===== src/rtl/control_dispensado.sv =====
// Drink valve sequencer: latches per-ingredient times on start, then opens
// agua, cafe, leche, chocolate and azucar valves one after another.
module control_dispensado #(
    parameter int CYCLES_PER_UNIT = 50_000_000
) (
    input  logic       clk,
    input  logic       rst,
    input  logic       start,
    input  logic       cancel,
    input  logic [1:0] t_agua,
    input  logic [1:0] t_cafe,
    input  logic [1:0] t_leche,
    input  logic [1:0] t_chocolate,
    input  logic [1:0] t_azucar,
    output logic       v_agua,
    output logic       v_cafe,
    output logic       v_leche,
    output logic       v_chocolate,
    output logic       v_azucar,
    output logic       busy,
    output logic       done,
    output logic       err,
    output logic [2:0] etapa
);

    localparam int PW = (CYCLES_PER_UNIT > 1) ? $clog2(CYCLES_PER_UNIT) : 1;
    localparam logic [PW-1:0] PMAX = PW'(CYCLES_PER_UNIT - 1);

    typedef enum logic [2:0] {
        ST_IDLE      = 3'd0,
        ST_AGUA      = 3'd1,
        ST_CAFE      = 3'd2,
        ST_LECHE     = 3'd3,
        ST_CHOCOLATE = 3'd4,
        ST_AZUCAR    = 3'd5,
        ST_DONE      = 3'd6
    } state_t;

    state_t        state, state_n;
    logic [PW-1:0] presc, presc_n;
    logic [1:0]    unit, unit_n;
    logic [1:0]    l_agua, l_cafe, l_leche, l_choc, l_azucar;
    logic [1:0]    l_agua_n, l_cafe_n, l_leche_n, l_choc_n, l_azucar_n;
    logic          err_q, err_n;
    logic [1:0]    t_cur;
    logic          stage_end;
    logic          any_t;

    always_ff @(posedge clk or posedge rst) begin
        if (rst) begin
            state    <= ST_IDLE;
            presc    <= '0;
            unit     <= '0;
            l_agua   <= '0;
            l_cafe   <= '0;
            l_leche  <= '0;
            l_choc   <= '0;
            l_azucar <= '0;
            err_q    <= 1'b0;
        end else begin
            state    <= state_n;
            presc    <= presc_n;
            unit     <= unit_n;
            l_agua   <= l_agua_n;
            l_cafe   <= l_cafe_n;
            l_leche  <= l_leche_n;
            l_choc   <= l_choc_n;
            l_azucar <= l_azucar_n;
            err_q    <= err_n;
        end
    end

    always_comb begin
        t_cur = 2'd0;
        case (state)
            ST_AGUA:      t_cur = l_agua;
            ST_CAFE:      t_cur = l_cafe;
            ST_LECHE:     t_cur = l_leche;
            ST_CHOCOLATE: t_cur = l_choc;
            ST_AZUCAR:    t_cur = l_azucar;
            default:      t_cur = 2'd0;
        endcase
    end

    // A zero-time stage still occupies one cycle, valve closed
    assign stage_end = (t_cur == 2'd0) ||
                       ((presc == PMAX) && (unit == t_cur - 2'd1));
    assign any_t = |{t_agua, t_cafe, t_leche, t_chocolate, t_azucar};

    always_comb begin
        state_n    = state;
        presc_n    = presc;
        unit_n     = unit;
        l_agua_n   = l_agua;
        l_cafe_n   = l_cafe;
        l_leche_n  = l_leche;
        l_choc_n   = l_choc;
        l_azucar_n = l_azucar;
        err_n      = 1'b0;
        case (state)
            ST_IDLE: begin
                presc_n = '0;
                unit_n  = '0;
                if (start && !cancel) begin
                    if (any_t) begin
                        l_agua_n   = t_agua;
                        l_cafe_n   = t_cafe;
                        l_leche_n  = t_leche;
                        l_choc_n   = t_chocolate;
                        l_azucar_n = t_azucar;
                        state_n    = ST_AGUA;
                    end else begin
                        err_n = 1'b1;
                    end
                end
            end
            ST_AGUA, ST_CAFE, ST_LECHE, ST_CHOCOLATE, ST_AZUCAR: begin
                if (cancel) begin
                    state_n = ST_IDLE;
                    presc_n = '0;
                    unit_n  = '0;
                end else if (stage_end) begin
                    state_n = state_t'(state + 3'd1);
                    presc_n = '0;
                    unit_n  = '0;
                end else if (presc == PMAX) begin
                    presc_n = '0;
                    unit_n  = unit + 2'd1;
                end else begin
                    presc_n = presc + 1'b1;
                end
            end
            default: begin
                state_n = ST_IDLE;
                presc_n = '0;
                unit_n  = '0;
            end
        endcase
    end

    assign v_agua      = (state == ST_AGUA)      && (l_agua   != 2'd0);
    assign v_cafe      = (state == ST_CAFE)      && (l_cafe   != 2'd0);
    assign v_leche     = (state == ST_LECHE)     && (l_leche  != 2'd0);
    assign v_chocolate = (state == ST_CHOCOLATE) && (l_choc   != 2'd0);
    assign v_azucar    = (state == ST_AZUCAR)    && (l_azucar != 2'd0);
    assign busy        = (state != ST_IDLE);
    assign done        = (state == ST_DONE);
    assign err         = err_q;
    assign etapa       = state;

endmodule


===== config.mk =====
export PLATFORM = sky130hd
export DESIGN_NAME = control_dispensado
export DESIGN_NICKNAME = d
export VERILOG_FILES = /design/src/rtl/control_dispensado.sv
export SDC_FILE = /design/constraint.sdc
export NUM_CORES = 1
export LEC_CHECK = 0
export BUFFER_PORTS_ARGS = -buffer_cell sky130_fd_sc_hd__buf_2
export CELL_PAD_IN_SITES_DETAIL_PLACEMENT = 1
export CELL_PAD_IN_SITES_GLOBAL_PLACEMENT = 1
export CORE_UTILIZATION = 45
export DETAILED_ROUTE_END_ITERATION = 8
export GPL_ROUTABILITY_DRIVEN = 1
export PLACE_DENSITY_LB_ADDON = 0.1
export SYNTH_ARGS = -nofsm -noshare
export SYNTH_HDL_FRONTEND = slang
export SYNTH_SLANG_ARGS = --single-unit

===== constraint.sdc =====
create_clock -name clk -period 3.56 [get_ports clk]
set_input_delay 0.356 -clock clk [delete_from_list [all_inputs] [get_ports clk]]
set_output_delay 0.356 -clock clk [all_outputs]
set_load 0.03 [all_outputs]

# Word-level counts from Yosys, hierarchy flattened
# Index checks and enable logic that the tools add are counted.
dict set report totals {
  regBits 42
  output_inout_bits 11
  elab_cells 63
}
dict set report op_classes {
  add_sub_neg 4
  eq_ne 12
  mux 17
  reduce_logical 21
}
# cell n
set op_table {}
lappend op_table {{$mux W26} 4}
lappend op_table {{$add A26 B1 Y26 const B} 1}
lappend op_table {{$eq A26 B26 Y1 const B} 1}
lappend op_table {{$mux W3} 4}
lappend op_table {{$pmux W2 S5} 1}
lappend op_table {{$reduce_bool A2 Y1} 5}
lappend op_table {{$reduce_or A10 Y1} 1}
lappend op_table {{$eq A3 B3 Y1 const B} 3}
lappend op_table {{$mux W2} 4}
lappend op_table {{$logic_and A1 B1 Y1} 7}
lappend op_table {{$eq A3 B2 Y1 const B} 2}
lappend op_table {{$pmux W3 S2} 1}
lappend op_table {{$reduce_and A3 Y1} 2}
lappend op_table {{$reduce_or A5 Y1} 1}
lappend op_table {{$ne A2 B2 Y1 const B} 2}
lappend op_table {{$ne A4 B4 Y1 const B} 1}
lappend op_table {{$add A3 B1 Y3 const B} 1}
lappend op_table {{$eq A3 B1 Y1 const B} 1}
lappend op_table {{$logic_not A3 Y1} 1}
lappend op_table {{$mux W1} 3}
lappend op_table {{$ne A3 B3 Y1 const B} 1}
lappend op_table {{$reduce_bool A3 Y1} 1}
lappend op_table {{$add A2 B1 Y2 const B} 1}
lappend op_table {{$eq A2 B2 Y1} 1}
lappend op_table {{other kinds (4)} 4}

# Depth between registers and ports, before layout
dict set report depth {
  depth_word 9
  ltp_mapped 12
}

# Worst setup path before layout
# Ideal clock, no wire load.
dict set report synth_timing {
  kind {reg-to-reg}
  start {reg state[2] (netlist: etapa[2])}
  end {reg state[1] (netlist: etapa[1])}
  setup_ps 70
  arrival_time_ps 3105
  setup_slack_ps 385
  path_stages_with_launch 13
  period_less_slack_ps 3175
  cell_sequence {dfrtp_1 > clkbuf_1 > inv_1 > ha_1 > a211oi_1 > nand2_1 > o21ai_0 > ha_1 > xor2_1 > o31ai_1 > a31o_2 > or4b_2 > nand3_1}
}
dict set report synth_via {
  elab_chain_len 8
  word_cells_on_any_way 18
}
# element line_no
set synth_rtl {}
lappend synth_rtl {{from (decl)} 39} ;# state_t state, state_n;
lappend synth_rtl {{from (signal assigned)} 61} ;# state <= state_n;
lappend synth_rtl {{$eq A3 B3 Y1 (tied with other cells)} {75, 100}}
lappend synth_rtl {{$pmux W2 S5} 75} ;# case (state)
lappend synth_rtl {{$sub A2 B1 Y2} 87} ;# ((presc == PMAX) && (unit == t_cur - 2'd1));
lappend synth_rtl {{$eq A2 B2 Y1} 87}
lappend synth_rtl {{$logic_and A1 B1 Y1} 87}
lappend synth_rtl {{$logic_or A1 B1 Y1} 86} ;# assign stage_end = (t_cur == 2'd0) ||
lappend synth_rtl {{$ne A3 B3 Y1 (no source line)} -}
lappend synth_rtl {{$reduce_and A3 Y1 (no source line)} -}
# Parallel ways exist; a longest one is shown, timed or not.
# A chain may end at the register's enable or synchronous reset.

# Worst setup path in the final report
dict set report layout_timing {
  start {reg state[0] (netlist: etapa[0])}
  end {reg state[1] (netlist: etapa[1])}
}
# Same word-level chain as after synthesis.

==> metrics.txt <==
Pwr Density=579 mW/mm^2; IO buf count=24; # DRC=0; CTS clk-pin slew, worst paths=0.09 ns; Ports=25; worst-path fanout max=8; setup TNS=0 ns; number of DRC markers in iteration 0=57; worst r2r src=etapa[0]$_DFFE_PP0P_; Syn Std Cell Area=0.00244 sq mm; Post-synth top flop=dfrtp_1; Netlist cell types=51; Routed WL=5840 um; synthesis warning total=0; commonest non-fill, non-tap cells in the layout=dfrtp_1 (42), nor2_1 (31), buf_2 (24); hold crit path type=in -> async; Pleak=1.12 nW; vias in the first global route=2043; crit path launch type=flip-flop; maxcap violations=0; synth top area cells=dfrtp_1 (43%), xnor2_1 (5.0%), nor2_1 (4.8%); Die Ht=75.7 um; Layout area overhead=12.1%; Slew HR=0.380; GRT Overall Usage=0.235; share of cells above drive strength 1=0.184; antenna violations before repair=0; commonest non-fill, non-tap cell in the layout=dfrtp_1; flop2flop setup slack=0.42 ns; f_max=318 MHz; EDFF count, synth=0; fin. max-slew vios=0; worst-margin pin slew=0.922 ns; DP Wirelength=4270 um; Site Rows=26; pin count of the biggest net entering global routing=43; CTS tree=yes; worst-skew pair later-pin latency=0.30 ns; Via Count=2045; H-Tree Depth=2; Seq/Total Area, Yosys=0.431; WS Path Type=reg -> reg; full die area=0.00572 sq mm; RSZ-0062 raised after global routing=no; worst vdd ir=261 uV; outcome=complete, no violations; ANT cells=0; clock root buffer=clkbuf_8; CTS Buf Count=5; GRT overflow=0; WL/cell=16.6 um; Longest Clk Path Bufs=2; Num Clock Sinks=42; die width=75.7 um; area share of the largest cell type after synthesis=0.431; Crit path arrival time=3.38 ns; Final Hold Vio Count=0; first drt pass iteration count=4; final core occ=0.529; #FFs+latches synth=42; crit path capture type=flip-flop; Initial Util=0.472; Yosys top cell by area=dfrtp_1; Routability Congestion=0.871; post-CTS setup buffers=0; Post-CTS Resized=0; crit path time final=3.14 ns; CTS Hold Buffers Added=0; post-synthesis cell count=254; vias per cell=5.79; post-route clock period utilization=0.882; final net count=304; Worst Path Required=3.80 ns; Syn Area/Cell=9.61 sq um; core area=0.00517 sq mm; Final setup viols=0; global-route wire length before repair=9830 um; origin of the worst setup path=etapa[0]$_DFFE_PP0P_; post-route ant nets=0; ys async rst share=1.00; Layout Skew=0.00916 ns; R2R depth=11; Synthesized Nets=276
[layer usage]
layer  vias to the layer above  track usage  part of all wire
met4                         0       0.0885             0.023
met1                      1016        0.287              0.46
li1                        990            -                 -
met5                         -            0                 0
met3                         9       0.0476             0.025
met2                        30        0.410              0.49
[logic make-up (layout without fill, tap and decap cells)]
group           after synthesis  count (layout)  share of synthesized area
compound gates               46              46                      0.145
fa+ha+maj                     8               8                     0.0410
mux                           8               8                     0.0369
buf+inv                      21              50                     0.0359
flops                        42              42                      0.431
simple gates                107             107                      0.232
xor+xnor                     22              22                     0.0789
[worst max-delay path, stage by stage (launching register included)]
cell and delay (ns):
dfrtp_1 0.46, inv_1 0.13, ha_1 0.28, a211oi_1 0.40, nand2_1 0.15, o21ai_0 0.12
ha_1 0.28, xor2_1 0.13, o31ai_1 0.11, a31o_2 0.29, or4b_2 0.64, nand3_1 0.09
[final timing paths]
| kind | endpoint |
|---|---|
| worst max register to register | etapa[1]$_DFFE_PP0P_ |
| worst min register to register | presc[0]$_DFF_PP0_ |
| worst min-delay path | l_azucar[1]$_DFFE_PP0P_ |
| min in group clk | l_agua[1]$_DFFE_PP0P_ |
| max in group asynchronous | etapa[0]$_DFFE_PP0P_ |
| worst max-delay path | etapa[1]$_DFFE_PP0P_ |
[final cells by class]
type                       instances  area [sq um]
clock buffer                       5          68.8
timing repair buffer              28           150
multi-input combinational        191          1300
sequential                        42          1050
fill                             599          2440
tap                               70          87.6
inverter                          14          52.6
clock inverter                     3          23.8
[metrics by stage]
step	worst slack, ns	power, mW	hold slack (ns)	cells	area, sq um
after CTS	0.434	1.60	0.166	353	2740
final	0.420	1.58	0.161	353	2740
after floorplan	0.385	1.09	0.427	254	2440
after detailed placement	0.481	1.27	0.517	345	2640
after global routing	0.232	1.69	0.210	353	2740
after global placement	0.586	1.25	0.517	345	2640
[synth_stat cells (3+ instances only)]
master / count
o211ai_1: 8
and4_1: 4
nand3_1: 13
or4_1: 3
dfrtp_1: 42
and2_1: 4
nor2_1: 31
a21oi_1: 5
clkbuf_1: 4
nor4_1: 6
o21ai_0: 6
xor2_1: 8
nand4_1: 4
a211oi_1: 4
mux2_2: 8
o211a_1: 4
nor3_1: 11
xnor2_1: 14
nand2_1: 14
inv_1: 14
ha_1: 8
[flip-flops by register name, indices dropped and copies added, names as in the netlist]
name and flops:
presc 26, etapa 3, l_agua 2, l_azucar 2
l_cafe 2, l_choc 2, l_leche 2, unit 2
err 1
[power by group]
group          total, mW  switching (mW)  internal (mW)  leakage (nW)
Clock              0.324           0.183          0.140        0.0408
Combinational      0.629           0.395          0.234         0.516
Sequential         0.631          0.0812          0.550         0.564
Total               1.58           0.660          0.924          1.12
Power figures use the tool's default switching activity.
